<file path="src/rtl/kernel_stream_pack_sink_pkg.sv">
// Shared types and defaults for the kernel output stream packer.
package kernel_stream_pack_sink_pkg;

    localparam int STREAMW_DEF = 32;
    localparam int NLANES_DEF  = 4;
    localparam int CNTW_DEF    = 32;

    typedef enum logic [1:0] {
        IDLE    = 2'd0,
        COLLECT = 2'd1,
        FLUSH   = 2'd2,
        DONE    = 2'd3
    } state_e;

    // A single-lane build still needs a 1-bit lane index.
    function automatic int lane_w(input int nlanes);
        return (nlanes > 1) ? $clog2(nlanes) : 1;
    endfunction

    localparam int LANEW_DEF = lane_w(NLANES_DEF);

endpackage

</file>
<file path="src/rtl/kernel_stream_outreg.sv">
// Single-entry valid/ready output register; loads on load_i, drains on m_ready_i.
// Load and drain in the same cycle are allowed, so out_free_o is high when empty or draining.
module kernel_stream_outreg #(
    parameter int W = 128
) (
    input  logic         clk,
    input  logic         rst,
    input  logic         load_i,
    input  logic [W-1:0] data_i,
    input  logic         last_i,
    output logic         out_free_o,
    output logic         m_valid_o,
    input  logic         m_ready_i,
    output logic [W-1:0] m_data_o,
    output logic         m_last_o
);

    logic         vld_q;
    logic [W-1:0] data_q;
    logic         last_q;

    assign out_free_o = !vld_q || m_ready_i;

    always_ff @(posedge clk or negedge rst) begin
        if (!rst) begin
            vld_q  <= 1'b0;
            data_q <= '0;
            last_q <= 1'b0;
        end else if (load_i) begin
            vld_q  <= 1'b1;
            data_q <= data_i;
            last_q <= last_i;
        end else if (m_ready_i) begin
            vld_q  <= 1'b0;
        end
    end

    assign m_valid_o = vld_q;
    assign m_data_o  = data_q;
    assign m_last_o  = last_q;

endmodule

</file>
<file path="src/rtl/kernel_stream_pack_sink.sv">
// Receives a counted scalar stream from a kernel and packs it into NLANES-wide words.
// Completing element accepted in cycle N gives m_valid in N+1; sustains 1 element/cycle.
module kernel_stream_pack_sink
    import kernel_stream_pack_sink_pkg::*;
#(
    parameter int STREAMW = STREAMW_DEF,
    parameter int NLANES  = NLANES_DEF,
    parameter int CNTW    = CNTW_DEF
) (
    input  logic                      clk,
    input  logic                      rst,
    input  logic                      start,
    input  logic [CNTW-1:0]           nelems,
    input  logic                      s_valid,
    output logic                      s_ready,
    input  logic [STREAMW-1:0]        s_data,
    output logic                      m_valid,
    input  logic                      m_ready,
    output logic [NLANES*STREAMW-1:0] m_data,
    output logic                      m_last,
    output logic                      busy,
    output logic                      done
);

    localparam int LW = lane_w(NLANES);
    localparam int PW = NLANES * STREAMW;

    state_e          state_q, state_d;
    logic [LW-1:0]   lane_q, lane_d;
    logic [CNTW-1:0] rem_q, rem_d;
    logic [PW-1:0]   pack_q, pack_d;

    logic          completing;
    logic          out_free;
    logic          s_acc;
    logic          load;
    logic [PW-1:0] word;

    assign completing = (lane_q == LW'(NLANES - 1)) || (rem_q == CNTW'(1));
    assign s_ready    = (state_q == COLLECT) && (rem_q != '0) && (!completing || out_free);
    assign s_acc      = s_valid && s_ready;
    assign load       = s_acc && completing;

    // The word handed to the output register must include this cycle's element.
    always_comb begin
        word = pack_q;
        word[lane_q*STREAMW +: STREAMW] = s_data;
    end

    always_comb begin
        state_d = state_q;
        lane_d  = lane_q;
        rem_d   = rem_q;
        pack_d  = pack_q;
        case (state_q)
            IDLE: begin
                if (start) begin
                    if (nelems != '0) begin
                        state_d = COLLECT;
                        rem_d   = nelems;
                        lane_d  = '0;
                        pack_d  = '0;
                    end else begin
                        state_d = DONE;
                    end
                end
            end
            COLLECT: begin
                if (s_acc) begin
                    rem_d = rem_q - CNTW'(1);
                    if (completing) begin
                        lane_d = '0;
                        pack_d = '0;
                        if (rem_q == CNTW'(1)) begin
                            state_d = FLUSH;
                        end
                    end else begin
                        lane_d = lane_q + LW'(1);
                        pack_d = word;
                    end
                end
            end
            FLUSH: begin
                if (m_valid && m_ready) begin
                    state_d = DONE;
                end
            end
            DONE: begin
                state_d = IDLE;
            end
            default: begin
                state_d = IDLE;
            end
        endcase
    end

    always_ff @(posedge clk or negedge rst) begin
        if (!rst) begin
            state_q <= IDLE;
            lane_q  <= '0;
            rem_q   <= '0;
            pack_q  <= '0;
        end else begin
            state_q <= state_d;
            lane_q  <= lane_d;
            rem_q   <= rem_d;
            pack_q  <= pack_d;
        end
    end

    kernel_stream_outreg #(
        .W (PW)
    ) u_outreg (
        .clk        (clk),
        .rst        (rst),
        .load_i     (load),
        .data_i     (word),
        .last_i     (rem_q == CNTW'(1)),
        .out_free_o (out_free),
        .m_valid_o  (m_valid),
        .m_ready_i  (m_ready),
        .m_data_o   (m_data),
        .m_last_o   (m_last)
    );

    assign busy = (state_q == COLLECT) || (state_q == FLUSH);
    assign done = (state_q == DONE);

endmodule
</file>
<file path="config.mk">
export PLATFORM = sky130hd
export DESIGN_NAME = kernel_stream_pack_sink
export DESIGN_NICKNAME = d
export VERILOG_FILES = /design/src/rtl/kernel_stream_pack_sink_pkg.sv /design/src/rtl/kernel_stream_outreg.sv /design/src/rtl/kernel_stream_pack_sink.sv
export SDC_FILE = /design/constraint.sdc
export NUM_CORES = 1
export LEC_CHECK = 0
export BUFFER_PORTS_ARGS = -buffer_cell sky130_fd_sc_hd__buf_2
export CAP_MARGIN = 20
export CELL_PAD_IN_SITES_DETAIL_PLACEMENT = 0
export CELL_PAD_IN_SITES_GLOBAL_PLACEMENT = 2
export CORE_ASPECT_RATIO = 0.6
export CORE_MARGIN = 2
export CORE_UTILIZATION = 30
export CTS_CLUSTER_DIAMETER = 150
export CTS_CLUSTER_SIZE = 8
export DETAILED_ROUTE_END_ITERATION = 10
export PLACE_DENSITY_LB_ADDON = 0.15
export SLEW_MARGIN = 15
export SYNTH_ARGS = -nofsm -noshare
export SYNTH_HDL_FRONTEND = slang
export SYNTH_SLANG_ARGS = --single-unit
</file>
<file path="constraint.sdc">
create_clock -name clk -period 2.25 [get_ports clk]
set_input_delay 0.225 -clock clk [delete_from_list [all_inputs] [get_ports clk]]
set_output_delay 0.225 -clock clk [all_outputs]
set_load 0.02 [all_outputs]
</file>
==> results of run 1 <==
==> worst max-delay path: stages, from the launching register on <==
cell and delay [ns]:
dfrtp_1 0.42, nor4_4 0.27, buf_4 0.17, nand4b_4 0.11
or4_4 0.53, buf_6 0.14, and3_4 0.17, buf_6 0.12
==> per-layer routing <==
| metal | vias to the layer above | share of wire (%) |
|---|---|---|
| li1 | 5766 | - |
| met4 | 0 | 1.1 |
| met5 | - | 0 |
| met3 | 44 | 4.7 |
| met1 | 6296 | 52 |
| met2 | 296 | 42 |
==> power groups by stage <==
stage               Combinational [uW]  Sequential, uW  Clock, uW
global route                     13000            8090       6210
global placement                 11200            7930          0
finish                           12100            7890       5790
floorplan                         5020            9090          0
detailed placement               11200            7940          0
CTS                              11900            7900       5930
==> cells in the mapped netlist, drive strengths merged (7+ instances only) <==
cell / count
nor2b: 128
nand3: 13
nand4: 9
nor3: 22
a21oi: 272
mux2i: 8
nor4: 26
and2: 10
a22o: 130
a31oi: 7
nor2: 166
clkbuf: 58
nand2: 37
inv: 14
o21ai: 10
dfrtp: 294
a211oi: 7
ha: 14
buf: 78
o22ai: 10
==> registers in the layout, indices dropped and copies added (netlist names) <==
signal              flops
pack_q                128
u_outreg.m_data_o     128
rem_q                  32
lane_q                  2
state_q                 2
u_outreg.m_last_o       1
u_outreg.m_valid_o      1
==> metrics by stage <==
step	total power (uW)	utilization (%)	setup TNS (ns)	hold slack [ns]
floorplan	14100	-	-14.47	-0.0706
global placement	19100	36.6	-49.69	0.231
detailed placement	19200	36.6	-53.27	0.224
CTS	25700	40.5	-66.22	0.00763
global route	27300	42.8	-110.75	0.0209
finish	25800	42.8	-87.41	0.0260
==> worst max path at each step <==
stage,startpoint,endpoint,slack [ns]
finish,rem_q[4],s_ready,-0.45
global route,rem_q[4],s_ready,-0.51
CTS,rem_q[4],s_ready,-0.47
detailed placement,state_q[1],rem_q[29],-0.40
global placement,state_q[1],rem_q[29],-0.38
floorplan,rem_q[20],u_outreg.m_data_o[26],-0.11
==> final cells by class <==
class / count / share of cell area (%)
Inverter: 15 / 0.276
Clock buffer: 43 / 5.22
Multi-Input combinational cell: 954 / 32.9
Clock inverter: 3 / 0.307
Timing Repair Buffer: 472 / 21.2
Sequential cell: 294 / 36.1
Tap cell: 640 / 3.93
==> cells by family after synthesis <==
family | share of synthesized area, %
DFF | 51.1
AOI/OAI and AO/OA | 23.9
and+or+nand+nor | 17.6
buffers and inverters | 5.55
adders and majority gates | 1.22
muxes | 0.556
==> layout by cell type, fill, tap and decap left out, types with 5 or more instances in the layout <==
| cell | n |
|---|---|
| o22ai_1 | 8 |
| nand3_1 | 9 |
| buf_4 | 164 |
| inv_1 | 12 |
| nand4_1 | 8 |
| a211oi_2 | 5 |
| nand2_1 | 36 |
| nor4_1 | 17 |
| a21oi_2 | 77 |
| nor2_2 | 72 |
| ha_1 | 8 |
| or4_4 | 5 |
| a31oi_1 | 6 |
| nor2b_1 | 128 |
| ha_2 | 5 |
| a21oi_1 | 195 |
| a22o_1 | 130 |
| buf_12 | 35 |
| buf_6 | 22 |
| buf_16 | 13 |
| o22a_1 | 6 |
| dlygate4sd3_1 | 5 |
| mux2i_1 | 6 |
| buf_2 | 199 |
| dfrtp_1 | 294 |
| nor2_4 | 6 |
| and2_1 | 6 |
| clkbuf_16 | 62 |
| nor2_1 | 88 |
| nor4_4 | 6 |
| nor3_2 | 6 |
| o21a_1 | 5 |
| nor3_1 | 13 |
| buf_8 | 12 |
| and3_1 | 5 |
| o21ai_0 | 6 |
| o211ai_1 | 5 |
==> repair_timing <==
action,CTS,global route
resized for setup,64,82
hold buffers,5,0
setup buffers,18,24
hold endpoints to repair,52,0
gates cloned,10,25
pin swaps,20,26
endpoints found under the setup margin,294,294
==> run metrics, run 1 <==
outcome finished with violations; failing checks negative setup slack; Post-Synthesis Cell Area 14400 um2; worst-case reg-to-reg path depth 12; prevailing post-synth register cell dfrtp_1; Slew HR 47.8%; Syn Nets 1482; cell count after synthesis 1399; final hold viol count 0; sequential share of power 30.6%; initial antenna violation count 0; setup violators final 293; Die H 174 um; Clock Power Share 22.5%; clock root cell clkbuf_16; FF/Latch Area 7360 um2; post-placement setup slack -0.402 ns; Antenna Diode Count 0; yosys warns 0; Port Buf Inserts 201; global routing usage on met3 3.71%; die area 49800 um2; Setup Skew 0.0174 ns; Pre-Repair DR Iteration Count 5; fin area 20400 um2; Yosys reg bits 294; Fmax 370 MHz; flop2flop setup slack -0.41 ns; Crit path required time 2.03 ns; reg2reg start rem_q[4]; grt total ovfl 0; fin crit period 2.70 ns; P_int 14900 uW; First DRT Iteration DRCs 795; net switching power 10900 uW; Final period util 120%; PnR worst setup slack -0.449 ns; Post-synth EDFFs 0; Sw Share 42.1%; WL/cell 22.2 um; crit-path max FO 2; CTS max path bufs 3; GR met2 Demand/Resource 29.1%; CP arrival 2.47 ns; P&R area growth vs syn 41.5%; drt total wl 53600 um; vias in the first global route 12289; post-synthesis sequential area ratio 51.1%; RSZ-0062 raised after global routing yes; Peak supply drop 0.000561 V; Hold Path Cell Cnt 3; Non-Filler Instances 2421; Synth area leaders dfrtp_1 (51%), a22o_1 (7.9%), a21oi_1 (7.1%), nor2b_1 (5.6%), a21oi_2 (4.2%); # Max-Cap Violations 0; Initial Utilization 30.2%; hold path start nelems[12]; post-DP HPWL 34600 um; Post-synth ARST share 100%; CTS tree yes; CTS Sinks 294; PD cells 1260 nW/um2; GRT Total Usage 20.4%; top-area cell type share of the netlist area 51.1%; crit start category flop; Combinational Power Share 46.9%; unique cell type count in the Yosys netlist 68; DRC 0; Skew-Pair Late Insertion Delay 0.55 ns; Core ar. 47600 um2; H-tree depth 2; min-delay worst type primary input to flop; met1 GRT Util 32.0%; Rows 62; Routability Congestion 0.827; DRT antenna net count 0; multi-input logic area 6710 um2; crit path capture type output port; first-pass GRT wire length 77900 um; Placed Instances 2298; Vias/cell 5.12; layout cells sized above 1 41.7%; vias after detailed routing 12402; largest net degree at the start of global routing 58; die width 287 um; average cell area after synthesis 10.3 um2; I/O pin count 202; worst-margin pin slew 0.780 ns; max-slew violations 0; Hold EP rem_q[12]; Pleak 0.00945 uW; Placed Area 17400 um2; clock buffer count from CTS 42; Clock transition at path regs 0.06 ns; filler instances 4610; Synth area leader dfrtp_1; global route hottest layer met1; RR Endpoint u_outreg.m_data_o[97]; type of the worst setup path flop to output port; Final nets 1862
(Power assumes the default switching activity.)
==> run 2, diff against run 1 <==
- CORE_UTILIZATION: 30 -> 33
- GPL_TIMING_DRIVEN: not set -> 0
- SLEW_MARGIN: 15 -> not set
==> run 2 against run 1 <==
Compared with the run above: the flow still finishes with violations (negative setup slack); register-to-register slack got worse by 0.09 ns; core utilization rose by 2.0 points; clock power down 3%; sequential share of layout area is 2.0 points higher; global-route usage rose by 1.1 points; power fell by 3.1%; via count decreased by 1.8%; highest routed layer unchanged.
==> run metrics, run 2 (synthesized netlist as in run 1, its figures left out) <==
Routability Congestion 0.822; slowest cell on the critical path or4_4; Vias/cell 5.38; Buf/Inv on CP 5; post-placement setup slack -1.12 ns; Pre-Repair DR Iteration Count 5; most common cell after layout, fill and taps aside dfrtp_1; Skew-Pair Late Insertion Delay 0.54 ns; final core occ 44.8%; clock root cell clkbuf_16; CP arrival 3.17 ns; setup violators final 294; final hold viol count 0; CTS max path bufs 3; worst path cell trace nor4_4, nand4b_4, or4_4, buf_4, buf_6, o211a_4, buf_12, clkbuf_16, clkbuf_16, nor2_2, a21oi_2; Hold EP rem_q[5]; PD cells 1290 nW/um2; crit-path max cell delay 0.48 ns; drt total wl 51600 um; vias in the first global route 11735; first-pass GRT wire length 74800 um; Non-Filler Instances 2265; multi-input logic area 7000 um2; P_int 14400 uW; largest net degree at the start of global routing 112; Setup Skew 0.0123 ns; Fmax 364 MHz; PnR worst setup slack -0.500 ns; P&R area growth vs syn 34.4%; die width 274 um; CTS Sinks 294; Peak supply drop 0.000546 V; CP top delay family simple AND/OR/NAND/NOR gates; vias after detailed routing 12178; layout cells sized above 1 35.9%; Clock transition at path regs 0.06 ns; # Max-Cap Violations 0; CTS tree yes; H-tree depth 2; I/O pin count 202; Core ar. 43200 um2; Placed Instances 2150; outcome finished with violations; Final nets 1769; clock buffer count from CTS 42; Die H 166 um; failing checks negative setup slack; Antenna Diode Count 0; min-delay worst type primary input to flop; First DRT Iteration DRCs 929; Slew HR 54.6%; Hold Path Cell Cnt 3; Port Buf Inserts 169; flop2flop setup slack -0.50 ns; die area 45400 um2; GRT Total Usage 21.5%; worst-margin pin slew 0.679 ns; Crit path required time 2.67 ns; RSZ-0062 raised after global routing yes; Clock Power Share 22.5%; DRT antenna net count 0; Combinational Power Share 44.1%; Initial Utilization 33.3%; commonest cells after routing, fill and taps aside dfrtp_1 (290), a21oi_1 (194), buf_2 (168); FF/Latch Area 7360 um2; sequential share of power 33.4%; RR Endpoint u_outreg.m_data_o[54]; Final period util 122%; fin crit period 2.75 ns; crit start category flop; post-DP HPWL 33900 um; max-slew violations 0; Rows 59; Pleak 0.00880 uW; filler instances 4229; DRC 0; setup TNS -117.34 ns; type of the worst setup path flop to flop; crit-path max FO 8; Power Total 25000 uW; crit path capture type flop; grt total ovfl 0; CP dominant cell by count clkbuf_16; reg2reg start rem_q[27]; Sw Share 42.5%; net switching power 10600 uW; initial antenna violation count 0; worst-case reg-to-reg path depth 11; WL/cell 22.8 um; hold path start nelems[5]
==> run 2: how the worst max path moves through the flow <==
stage / start / slack (ns) / endpoint / cells after the start
after global routing: rem_q[27] / -0.55 / u_outreg.m_data_o[110] / 11
after floorplan: rem_q[20] / -0.11 / u_outreg.m_data_o[26] / 10
after detailed placement: rem_q[29] / -1.12 / pack_q[81] / 7
after CTS: rem_q[20] / -0.56 / s_ready / 7
after global placement: rst / -5.22 / u_outreg.m_data_o[50] / 1
final: rem_q[27] / -0.50 / u_outreg.m_data_o[54] / 11
==> run 2: metrics by stage <==
step,hold slack [ns],cell area (um2)
finish,0.0350,19300
detailed placement,0.260,16200
global route,0.0472,19300
global placement,0.479,16200
floorplan,-0.0706,14600
CTS,0.00535,18000
==> run 2: timing repair <==
action                     in CTS  in global routing
hold buffers                    8                  0
buffers inserted               35                 15
setup endpoints to repair     294                294
pin swaps                      22                 46
hold endpoints to repair       84                  0
resized for setup              87                212
gates cloned                    1                 19
==> run 2: cell type report <==
| class | count | share of cell area, % |
|---|---|---|
| clock buffers | 43 | 5.50 |
| flip-flops and latches | 294 | 38.1 |
| multi-input cells | 955 | 36.2 |
| well taps | 579 | 3.74 |
| clock inverters | 1 | 0.0841 |
| repair buffers | 249 | 9.89 |
| inverters | 15 | 0.297 |
| plain buffers | 129 | 6.25 |
==> run 2: metal layers <==
metal / up-vias / wire [um] / track usage, % / part of all wire [%]
met5: - / 0 / 0 / 0
met1: 6243 / 25700 / 33.7 / 50
met2: 302 / 22100 / 30.8 / 43
met3: 54 / 2960 / 3.82 / 5.7
met4: 0 / 816 / 4.42 / 1.6
li1: 5579 / - / - / -
==> run 2: power groups by stage <==
stage	Clock [uW]	Sequential, uW	Combinational [uW]
finish	5610	8340	11000
global route	5970	8540	11900
CTS	5770	8100	10000
detailed placement	0	8120	9500
global placement	0	8090	9440
floorplan	0	9090	5020
==> run 2: worst reg2reg max path: stages, from the launching register on <==
cell and delay [ns]:
dfrtp_2 0.47, nor4_4 0.41, nand4b_4 0.19, or4_4 0.48
buf_4 0.16, buf_6 0.11, o211a_4 0.14, buf_12 0.15
clkbuf_16 0.20, clkbuf_16 0.19, nor2_2 0.10, a21oi_2 0.04
